`src/rtl/mc_pkg.sv`:
```
// Shared types for the multi-cycle sequencer: state encodings,
// latched instruction class, and the no-branch opcode.
package mc_pkg;

   typedef enum logic [2:0] {
      ST_RST  = 3'd0,
      ST_IF   = 3'd1,
      ST_ID   = 3'd2,
      ST_EX   = 3'd3,
      ST_MEM  = 3'd4,
      ST_WB   = 3'd5,
      ST_IDLE = 3'd6
   } state_t;

   typedef struct packed {
      logic ld;
      logic st;
      logic wr;
      logic br;
   } cls_t;

   localparam logic [3:0] BR_NONE = 4'd0;

   // A load+store combination is illegal; it is folded into a load.
   function automatic cls_t decode_cls(
      input logic       ld,
      input logic       st,
      input logic       wr,
      input logic [3:0] brop
   );
      cls_t c;
      c.ld = ld;
      c.st = st & ~ld;
      c.wr = wr;
      c.br = (brop != BR_NONE);
      return c;
   endfunction

endpackage

```
`src/rtl/multicycle_sequencer_perf_counters.sv`:
```
// Cycle and retired-instruction counters, both wrapping.
// Ports: clk, rst_n, i_incCycle, i_incInst, o_cycleCnt, o_instCnt.
module perf_counters #(
   parameter int CNT_W = 32
) (
   input  logic             clk,
   input  logic             rst_n,
   input  logic             i_incCycle,
   input  logic             i_incInst,
   output logic [CNT_W-1:0] o_cycleCnt,
   output logic [CNT_W-1:0] o_instCnt
);

   localparam logic [CNT_W-1:0] ONE = {{(CNT_W-1){1'b0}}, 1'b1};

   logic [CNT_W-1:0] r_cycle;
   logic [CNT_W-1:0] r_inst;

   always_ff @(posedge clk or negedge rst_n) begin
      if (!rst_n) begin
         r_cycle <= '0;
         r_inst  <= '0;
      end else begin
         if (i_incCycle) r_cycle <= r_cycle + ONE;
         if (i_incInst)  r_inst  <= r_inst + ONE;
      end
   end

   assign o_cycleCnt = r_cycle;
   assign o_instCnt  = r_inst;

endmodule

```
`src/rtl/multicycle_sequencer.sv`:
```
// Multi-cycle MIPS stage sequencer: per-cycle strobes from decoded class.
// Ports: clk/rst_n, decoder class in, mem ready in, strobes/stage/counters out.
module multicycle_sequencer
   import mc_pkg::*;
#(
   parameter int CNT_W = 32
) (
   input  logic             clk,
   input  logic             rst_n,
   input  logic             i_sLoad,
   input  logic             i_dMemWe,
   input  logic             i_regWe,
   input  logic [3:0]       i_brOP,
   input  logic             i_brTaken,
   input  logic             i_halt,
   input  logic             i_iMemReady,
   input  logic             i_dMemReady,
   output logic             o_iMemReq,
   output logic             o_irWe,
   output logic             o_pcWe,
   output logic             o_pcSrcBr,
   output logic             o_dMemReq,
   output logic             o_dMemWe,
   output logic             o_regWe,
   output logic [2:0]       o_stage,
   output logic             o_halted,
   output logic [CNT_W-1:0] o_cycleCnt,
   output logic [CNT_W-1:0] o_instCnt
);

   state_t r_state;
   state_t w_next;
   cls_t   r_cls;
   logic   w_retire;

   always_ff @(posedge clk or negedge rst_n) begin
      if (!rst_n) r_state <= ST_RST;
      else        r_state <= w_next;
   end

   // Class is captured once in ID; decoder inputs are don't-care afterwards.
   always_ff @(posedge clk or negedge rst_n) begin
      if (!rst_n) begin
         r_cls <= '0;
      end else if (r_state == ST_ID) begin
         r_cls <= decode_cls(i_sLoad, i_dMemWe, i_regWe, i_brOP);
      end
   end

   always_comb begin
      w_next    = r_state;
      w_retire  = 1'b0;
      o_iMemReq = 1'b0;
      o_irWe    = 1'b0;
      o_pcWe    = 1'b0;
      o_pcSrcBr = 1'b0;
      o_dMemReq = 1'b0;
      o_dMemWe  = 1'b0;
      o_regWe   = 1'b0;
      unique case (r_state)
         ST_RST: w_next = ST_IF;
         ST_IF: begin
            o_iMemReq = 1'b1;
            if (i_iMemReady) begin
               o_irWe = 1'b1;
               o_pcWe = 1'b1;
               w_next = ST_ID;
            end
         end
         ST_ID: w_next = ST_EX;
         ST_EX: begin
            if (r_cls.br && i_brTaken) begin
               o_pcWe    = 1'b1;
               o_pcSrcBr = 1'b1;
            end
            if (r_cls.ld || r_cls.st) w_next   = ST_MEM;
            else if (r_cls.wr)        w_next   = ST_WB;
            else                      w_retire = 1'b1;
         end
         ST_MEM: begin
            o_dMemReq = 1'b1;
            o_dMemWe  = r_cls.st;
            if (i_dMemReady) begin
               if (r_cls.ld) w_next   = ST_WB;
               else          w_retire = 1'b1;
            end
         end
         ST_WB: begin
            o_regWe  = 1'b1;
            w_retire = 1'b1;
         end
         ST_IDLE: if (!i_halt) w_next = ST_IF;
         default: w_next = ST_RST;
      endcase
      // Halt only takes effect at an instruction boundary.
      if (w_retire) w_next = i_halt ? ST_IDLE : ST_IF;
   end

   assign o_stage  = r_state;
   assign o_halted = (r_state == ST_IDLE);

   perf_counters #(
      .CNT_W(CNT_W)
   ) u_cnt (
      .clk       (clk),
      .rst_n     (rst_n),
      .i_incCycle(1'b1),
      .i_incInst (w_retire),
      .o_cycleCnt(o_cycleCnt),
      .o_instCnt (o_instCnt)
   );

endmodule

```
`config.mk`:
```
export PLATFORM = sky130hd
export DESIGN_NAME = multicycle_sequencer
export DESIGN_NICKNAME = d
export VERILOG_FILES = /design/src/rtl/mc_pkg.sv /design/src/rtl/multicycle_sequencer_perf_counters.sv /design/src/rtl/multicycle_sequencer.sv
export SDC_FILE = /design/constraint.sdc
export NUM_CORES = 1
export LEC_CHECK = 0
export ABC_CLOCK_PERIOD_IN_PS = 1800
export BUFFER_PORTS_ARGS = -buffer_cell sky130_fd_sc_hd__buf_4
export CORE_UTILIZATION = 48
export CTS_CLUSTER_DIAMETER = 100
export DETAILED_ROUTE_END_ITERATION = 6
export PLACE_DENSITY = 0.73
export SLEW_MARGIN = 20
export SYNTH_ARGS = -nofsm -noshare
export SYNTH_HDL_FRONTEND = slang
export SYNTH_SLANG_ARGS = --single-unit
```
`constraint.sdc`:
```
create_clock -name clk -period 1.8 [get_ports clk]
set_input_delay 0.09 -clock clk [delete_from_list [all_inputs] [get_ports clk]]
set_output_delay 0.09 -clock clk [all_outputs]
set_load 0.02 [all_outputs]
```
# Yosys cells after proc, flatten, opt, wreduce, memory -nomap -nowiden
# Index checks and enable logic that the tools add are counted.
dict set report totals {
  register_bits 71
  inputBits 13
  output_inout_bits 75
  elab_cells 51
}
dict set report classes {
  addsub 2
  n_eq_ne 12
  n_mux 23
  bitwise 2
  n_reduce_logical 5
}
# cell n
set op_table {}
lappend op_table {{adder 32 x 1 -> 32 bit, second input constant} 2}
lappend op_table {{two-way mux 3 bit} 8}
lappend op_table {{one-hot mux 3 bit (7 select lines)} 1}
lappend op_table {{two-way mux 1 bit} 12}
lappend op_table {{!= test 3 x 2 -> 1 bit, second input constant} 4}
lappend op_table {{equality test 3 bit, second input constant} 3}
lappend op_table {{equality test 3 x 2 -> 1 bit, second input constant} 2}
lappend op_table {{AND reduction 6 bit} 1}
lappend op_table {{!= test 4 x 3 -> 1 bit, second input constant} 1}
lappend op_table {{nonzero test 4 bit} 1}
lappend op_table {{equality test 3 x 1 -> 1 bit, second input constant} 1}
lappend op_table {{logical NOT 3 bit} 1}
lappend op_table {{one-hot mux 1 bit (3 select lines)} 1}
lappend op_table {{!= test 2 x 1 -> 1 bit, second input constant} 1}
lappend op_table {{one-hot mux 1 bit (2 select lines)} 1}
lappend op_table {{bitwise AND 1 bit} 1}
lappend op_table {{logical AND 1 bit} 1}
lappend op_table {{logical OR 1 bit} 1}
lappend op_table {{inverter 1 bit} 1}

# Longest topological paths before layout
dict set report logic_depth {
  ltp_word 5
  ltp_mapped 6
  depth_no_buf 5
}

# Hierarchy
# A second synthesis with hierarchy kept.
dict set report hier_totals {
  hier_cells 307
  area_unflattened_um2 3454.6
}
# mod instances cells_each area_each_um2 seq_area_each_um2
set by_module_without_submodules {}
lappend by_module_without_submodules {perf_counters 1 253 2955.3 1601.5}
lappend by_module_without_submodules {multicycle_sequencer 1 54 499.2 175.2}

# Worst setup path after synthesis
# Ideal clock, no wire load.
dict set report synth_path {
  kind {register to output}
  startpoint {reg r_state[0] (netlist: o_stage[0])}
  endpoint {out o_pcWe}
  arrival_time_ns 1.918
  t_required_ns 1.710
  slack_ns -0.208
  stages_incl_launch_ff 5
  n_path_buf 0
  cell_sequence {dfrtp_1 -> inv_1 -> nor3_1 -> and2_1 -> or2_2}
}
dict set report synth_between {
  elab_chain_len 2
  word_cells_on_any_way 3
  cone_classes {2 x eq/ne; 1 x mux}
}
# element line_no
set synth_lines {}
lappend synth_lines {{start: declaration} multicycle_sequencer.sv:31} ;# state_t r_state;
lappend synth_lines {{start signal: assignment} multicycle_sequencer.sv:38} ;# else r_state <= w_next;
lappend synth_lines {{equality test 3 x 2 -> 1 bit / equality test 3 x 1 -> 1 bit (equally long branches)} multicycle_sequencer.sv:60} ;# unique case (r_state)
lappend synth_lines {{one-hot mux 1 bit (2 select lines) (*)} multicycle_sequencer.sv:60}
lappend synth_lines {{end: declaration} multicycle_sequencer.sv:20} ;# output logic o_pcWe,
# Every way passes the cells marked *; elsewhere a longest branch is shown, timed or not.

# Worst setup path after layout
dict set report layout_path {
  startpoint {reg r_cls[3] (netlist name)}
  endpoint {reg u_cnt.r_inst[28] (netlist: u_cnt.o_instCnt[28])}
}
dict set report layout_between {
  elab_chain_len 3
  word_cells_on_any_way 5
  cone_classes {4 x mux; 1 x reduce/logical}
}
# element line_no
set layout_lines {}
lappend layout_lines {{start: declaration} multicycle_sequencer.sv:33} ;# cls_t r_cls;
lappend layout_lines {{start signal: assignment} multicycle_sequencer.sv:46} ;# r_cls <= decode_cls(i_sLoad, i_dMemWe, i_regWe, i_brOP);
lappend layout_lines {{two-way mux 1 bit / logical OR 1 bit (equally long branches)} {multicycle_sequencer.sv:84, multicycle_sequencer.sv:76}}
lappend layout_lines {{two-way mux 1 bit (on tied branches)} {multicycle_sequencer.sv:83, multicycle_sequencer.sv:76}}
lappend layout_lines {{one-hot mux 1 bit (3 select lines) (*)} multicycle_sequencer.sv:60}
lappend layout_lines {{end signal: assignment} multicycle_sequencer_perf_counters.sv:25} ;# if (i_incInst) r_inst <= r_inst + ONE;
lappend layout_lines {{end: declaration} multicycle_sequencer_perf_counters.sv:17} ;# logic [CNT_W-1:0] r_inst;
# Marked as above.
# A chain may end at the register's enable or synchronous reset.

==> impl_results.md <==
* DRC Markers at 0
* Clock transition at the registers of the reported paths at 0.08 ns
* Post-synthesis instance area at between 0.003 and 0.004 mm2
* Global-route congestion overflow total at 0
* Post-synth cell types at 46
* Drt initial violations at roughly 110
* Via count of the first global-routing pass at 2876
* Chip height at between 80 and 90 um
* Layout net count at 447
* Synthesized flop and latch total at just over 70
* Num Clock Sinks at 71
* Most used DFF post-synth: sky130_fd_sc_hd__dfrtp_1
* Power consumption at between 5000 and 6000 uW
* Fraction of the cycle the final worst path needs at roughly 96%
* Crit end category: register
* Final hold vios at 0
* Number of buffer cells added on primary ports at slightly below 90
* Worst Tran Pin Value at ~0.47 ns
* Post-synthesis async set-or-reset flop share at 100.0%
* Synthesized area per cell at roughly 12 um2
* Reported max-cap violation count at 0
* Worst EP arrival at about 2.0 ns
* PwrDens at 1201 mW/mm2
* Avg Vias per Cell at 5.382
* Filler cell count in the final layout at approximately 560
* Leading cell types by total area after synthesis: sky130_fd_sc_hd__dfrtp_1 50%, sky130_fd_sc_hd__xor2_1 7.9%, sky130_fd_sc_hd__xnor2_1 7.1%
* Max-slew violation count at 0
* Sum of routed wire length over all layers at approximately 8500 um
* Total placed instance area at 0.004477 mm2
* Largest voltage drop on the vdd net at between 0.0004 and 0.0005 V
* TritonCTS Buffers at 9
* Tmin final at between 1.5 and 2 ns
* Final-layout worst hold slack at between 0.009 and 0.01 ns
* Maximum number of buffers from clock root to sink at 2
* Share of the yosys chip area belonging to registers at roughly 50%
* Half-perimeter wire length of the detailed placement result at approximately 5700 um
* Effective utilization at floorplan at around half
* Routability congestion estimate at about 0.8
* Final design instance area without fill at approximately 0.005 mm2
* Outcome: finished, final reports clean
* End-of-flow core utilization at 69.09%
* Final number of setup-violating endpoints at 0
* Wire length of the first global-routing pass at roughly 14000 um
* Sort of element at the start of the critical path: register
* Largest fanout of any net on the critical path at 8
* Total Routing Usage GR at 22.91%
* Clock tree from TritonCTS: yes
* Classification of the worst setup path: reg -> reg
* Area inside the core boundary at about 0.0072 mm2
* Antenna violations before repair at 0
* Leak Pwr at slightly above 0.002 uW
* Max Freq at 0.5789 GHz
* Final ANT Viol Nets at 0
* Core Rows at 31
* H-tree depth reported by CTS at 3
* Horizontal extent of the die at roughly 90 um
* Total via count in the routed design at a little under 3000
* Wirelength per Cell at roughly 16 um
* Worst clock skew on the final layout at 0.007110 ns
* Number of top-level pins at about 90
* TritonRoute pass-1 iters at 4
* Area delta synth->final at 39.89%
* Number of standard cells after synthesis at 309
* Post-Place Setup Slack at 0.01944 ns
* Max-slew headroom at the worst pin at between 60 and 70%
* Die area at 0.007772 mm2
* Hold Crit Class: in -> reg
* Post-synth EDFFs at 0
* Worst skew pair latency at 0.35 ns
* Number of antenna diodes at 0
* Top cell type's share of synthesized area at between 40% and 50%
* Pin count of the biggest net entering global routing at 39
* Clock root buffer master: sky130_fd_sc_hd__clkbuf_8
* Net Count, Synth at 324
* Slack of the critical path at just over 0.07 ns
* Total of warnings raised by yosys at 0
* Biggest area consumer among synthesized cells: sky130_fd_sc_hd__dfrtp_1
* Share of post-route cells with drive strength above 1 at 40.96%
* Required @ worst endpoint at between 2 and 2.5 ns
==> worst max-delay path: stages (launching register included) <==
cell and delay, ns:
sky130_fd_sc_hd__dfrtp_2 0.45, sky130_fd_sc_hd__buf_4 0.15, sky130_fd_sc_hd__nor4b_4 0.25, sky130_fd_sc_hd__nand2_4 0.21
sky130_fd_sc_hd__a2111oi_4 0.37, sky130_fd_sc_hd__xor2_1 0.21
==> registers in the layout, indices dropped and copies added, names as in the netlist <==
signal / flops
r_cls: 4
u_cnt.o_cycleCnt: 32
u_cnt.o_instCnt: 32
o_stage: 3
==> synthesized netlist by cell type (2+ instances only) <==
library cell / n
sky130_fd_sc_hd__nor3_1: 3
sky130_fd_sc_hd__dfrtp_1: 71
sky130_fd_sc_hd__ha_1: 2
sky130_fd_sc_hd__xnor2_1: 29
sky130_fd_sc_hd__nor4_1: 2
sky130_fd_sc_hd__buf_4: 2
sky130_fd_sc_hd__and3_1: 7
sky130_fd_sc_hd__a21oi_1: 9
sky130_fd_sc_hd__a211oi_1: 13
sky130_fd_sc_hd__nand3_1: 21
sky130_fd_sc_hd__xor2_1: 32
sky130_fd_sc_hd__and2_1: 5
sky130_fd_sc_hd__and4_1: 8
sky130_fd_sc_hd__nand3_2: 2
sky130_fd_sc_hd__inv_1: 11
sky130_fd_sc_hd__nor2_1: 6
sky130_fd_sc_hd__a2111oi_2: 11
sky130_fd_sc_hd__buf_2: 4
sky130_fd_sc_hd__nand2b_1: 4
sky130_fd_sc_hd__buf_6: 3
sky130_fd_sc_hd__nand2_1: 22
sky130_fd_sc_hd__nand4_1: 15
sky130_fd_sc_hd__mux2_2: 3
sky130_fd_sc_hd__nand2_4: 2
==> logic make-up (layout without fill, tap and decap cells) <==
| family | count (synthesis) | after routing | share of synthesized area (%) |
|---|---|---|---|
| adder cells (fa/ha/maj) | 2 | 2 | 0.7021 |
| buffers and inverters | 22 | 150 | 3.300 |
| AND/OR/NAND/NOR | 108 | 108 | 18.75 |
| XOR/XNOR | 61 | 61 | 14.99 |
| flip-flops | 71 | 71 | 49.86 |
| AO/OA/AOI/OAI | 42 | 42 | 11.45 |
| multiplexers | 3 | 3 | 0.9480 |
==> placed cells by master, fill, tap and decap left out, types with 8 or more instances in the layout <==
cell type                  instances
sky130_fd_sc_hd__buf_4           116
sky130_fd_sc_hd__dfrtp_1          66
sky130_fd_sc_hd__xor2_1           32
sky130_fd_sc_hd__xnor2_1          29
sky130_fd_sc_hd__nand2_1          22
sky130_fd_sc_hd__nand3_1          21
sky130_fd_sc_hd__nand4_1          15
sky130_fd_sc_hd__inv_1            10
sky130_fd_sc_hd__clkbuf_8         10
sky130_fd_sc_hd__a21oi_1           9
sky130_fd_sc_hd__a211oi_1          8
==> per-stage QoR <==
stage	TNS, ns	std cells
after detailed placement	0	508
after CTS	0	528
final	0	536
after floorplan	0	309
after global routing	-0.03621	536
after global placement	0	508
==> per-layer routing <==
metal	GRT usage, %	part of all wire (%)	vias up
li1	-	-	1358
met1	28.27	43	1427
met2	38.32	50	83
met3	5.372	4.8	17
met4	10.12	2.2	0
met5	0	0	-
==> area by class of cell <==
type / instances / area [um2] / area share, %
Clock inverter: 6 / 92.59 / 1.857
Inverter: 11 / 43.79 / 0.8785
Clock buffer: 10 / 137.6 / 2.761
Sequential cell: 71 / 1783 / 35.77
Multi-Input combinational cell: 216 / 1828 / 36.67
Tap cell: 99 / 123.9 / 2.485
Timing Repair Buffer: 123 / 975.9 / 19.58
==> worst paths after layout <==
check	from	to	slack, ns	cells after the start
max reg2reg	r_cls[3]$_DFFE_PN0P_	u_cnt.o_instCnt[28]$_DFFE_PN0P_	0.07	5
min in group asynchronous	rst_n	u_cnt.o_instCnt[26]$_DFFE_PN0P_	0.23	2
max in group asynchronous	rst_n	u_cnt.o_cycleCnt[3]$_DFF_PN0_	1.01	3
min reg2reg	u_cnt.o_instCnt[9]$_DFFE_PN0P_	u_cnt.o_instCnt[9]$_DFFE_PN0P_	0.48	1
min	i_brOP[2]	r_cls[0]$_DFFE_PN0P_	0.01	3
max	r_cls[3]$_DFFE_PN0P_	u_cnt.o_instCnt[28]$_DFFE_PN0P_	0.07	5
==> where the power goes <==
group	internal (uW)	switching, uW	leakage (uW)
clock	825	639	0.000109
combinational	1070	1400	0.00110
sequential	1840	216	0.000833
total	3730	2250	0.00204
==> timing repair <==
action | in CTS | in global routing
gates cloned | 0 | 0
buffers inserted | 1 | 8
endpoints found under the setup margin | 2 | 13
resized for setup | 3 | 24
hold buffers | 3 | 0
pin swaps | 0 | 4
endpoints found under the hold margin | 35 | 0
No activity file was read; power rests on OpenSTA's default activity.
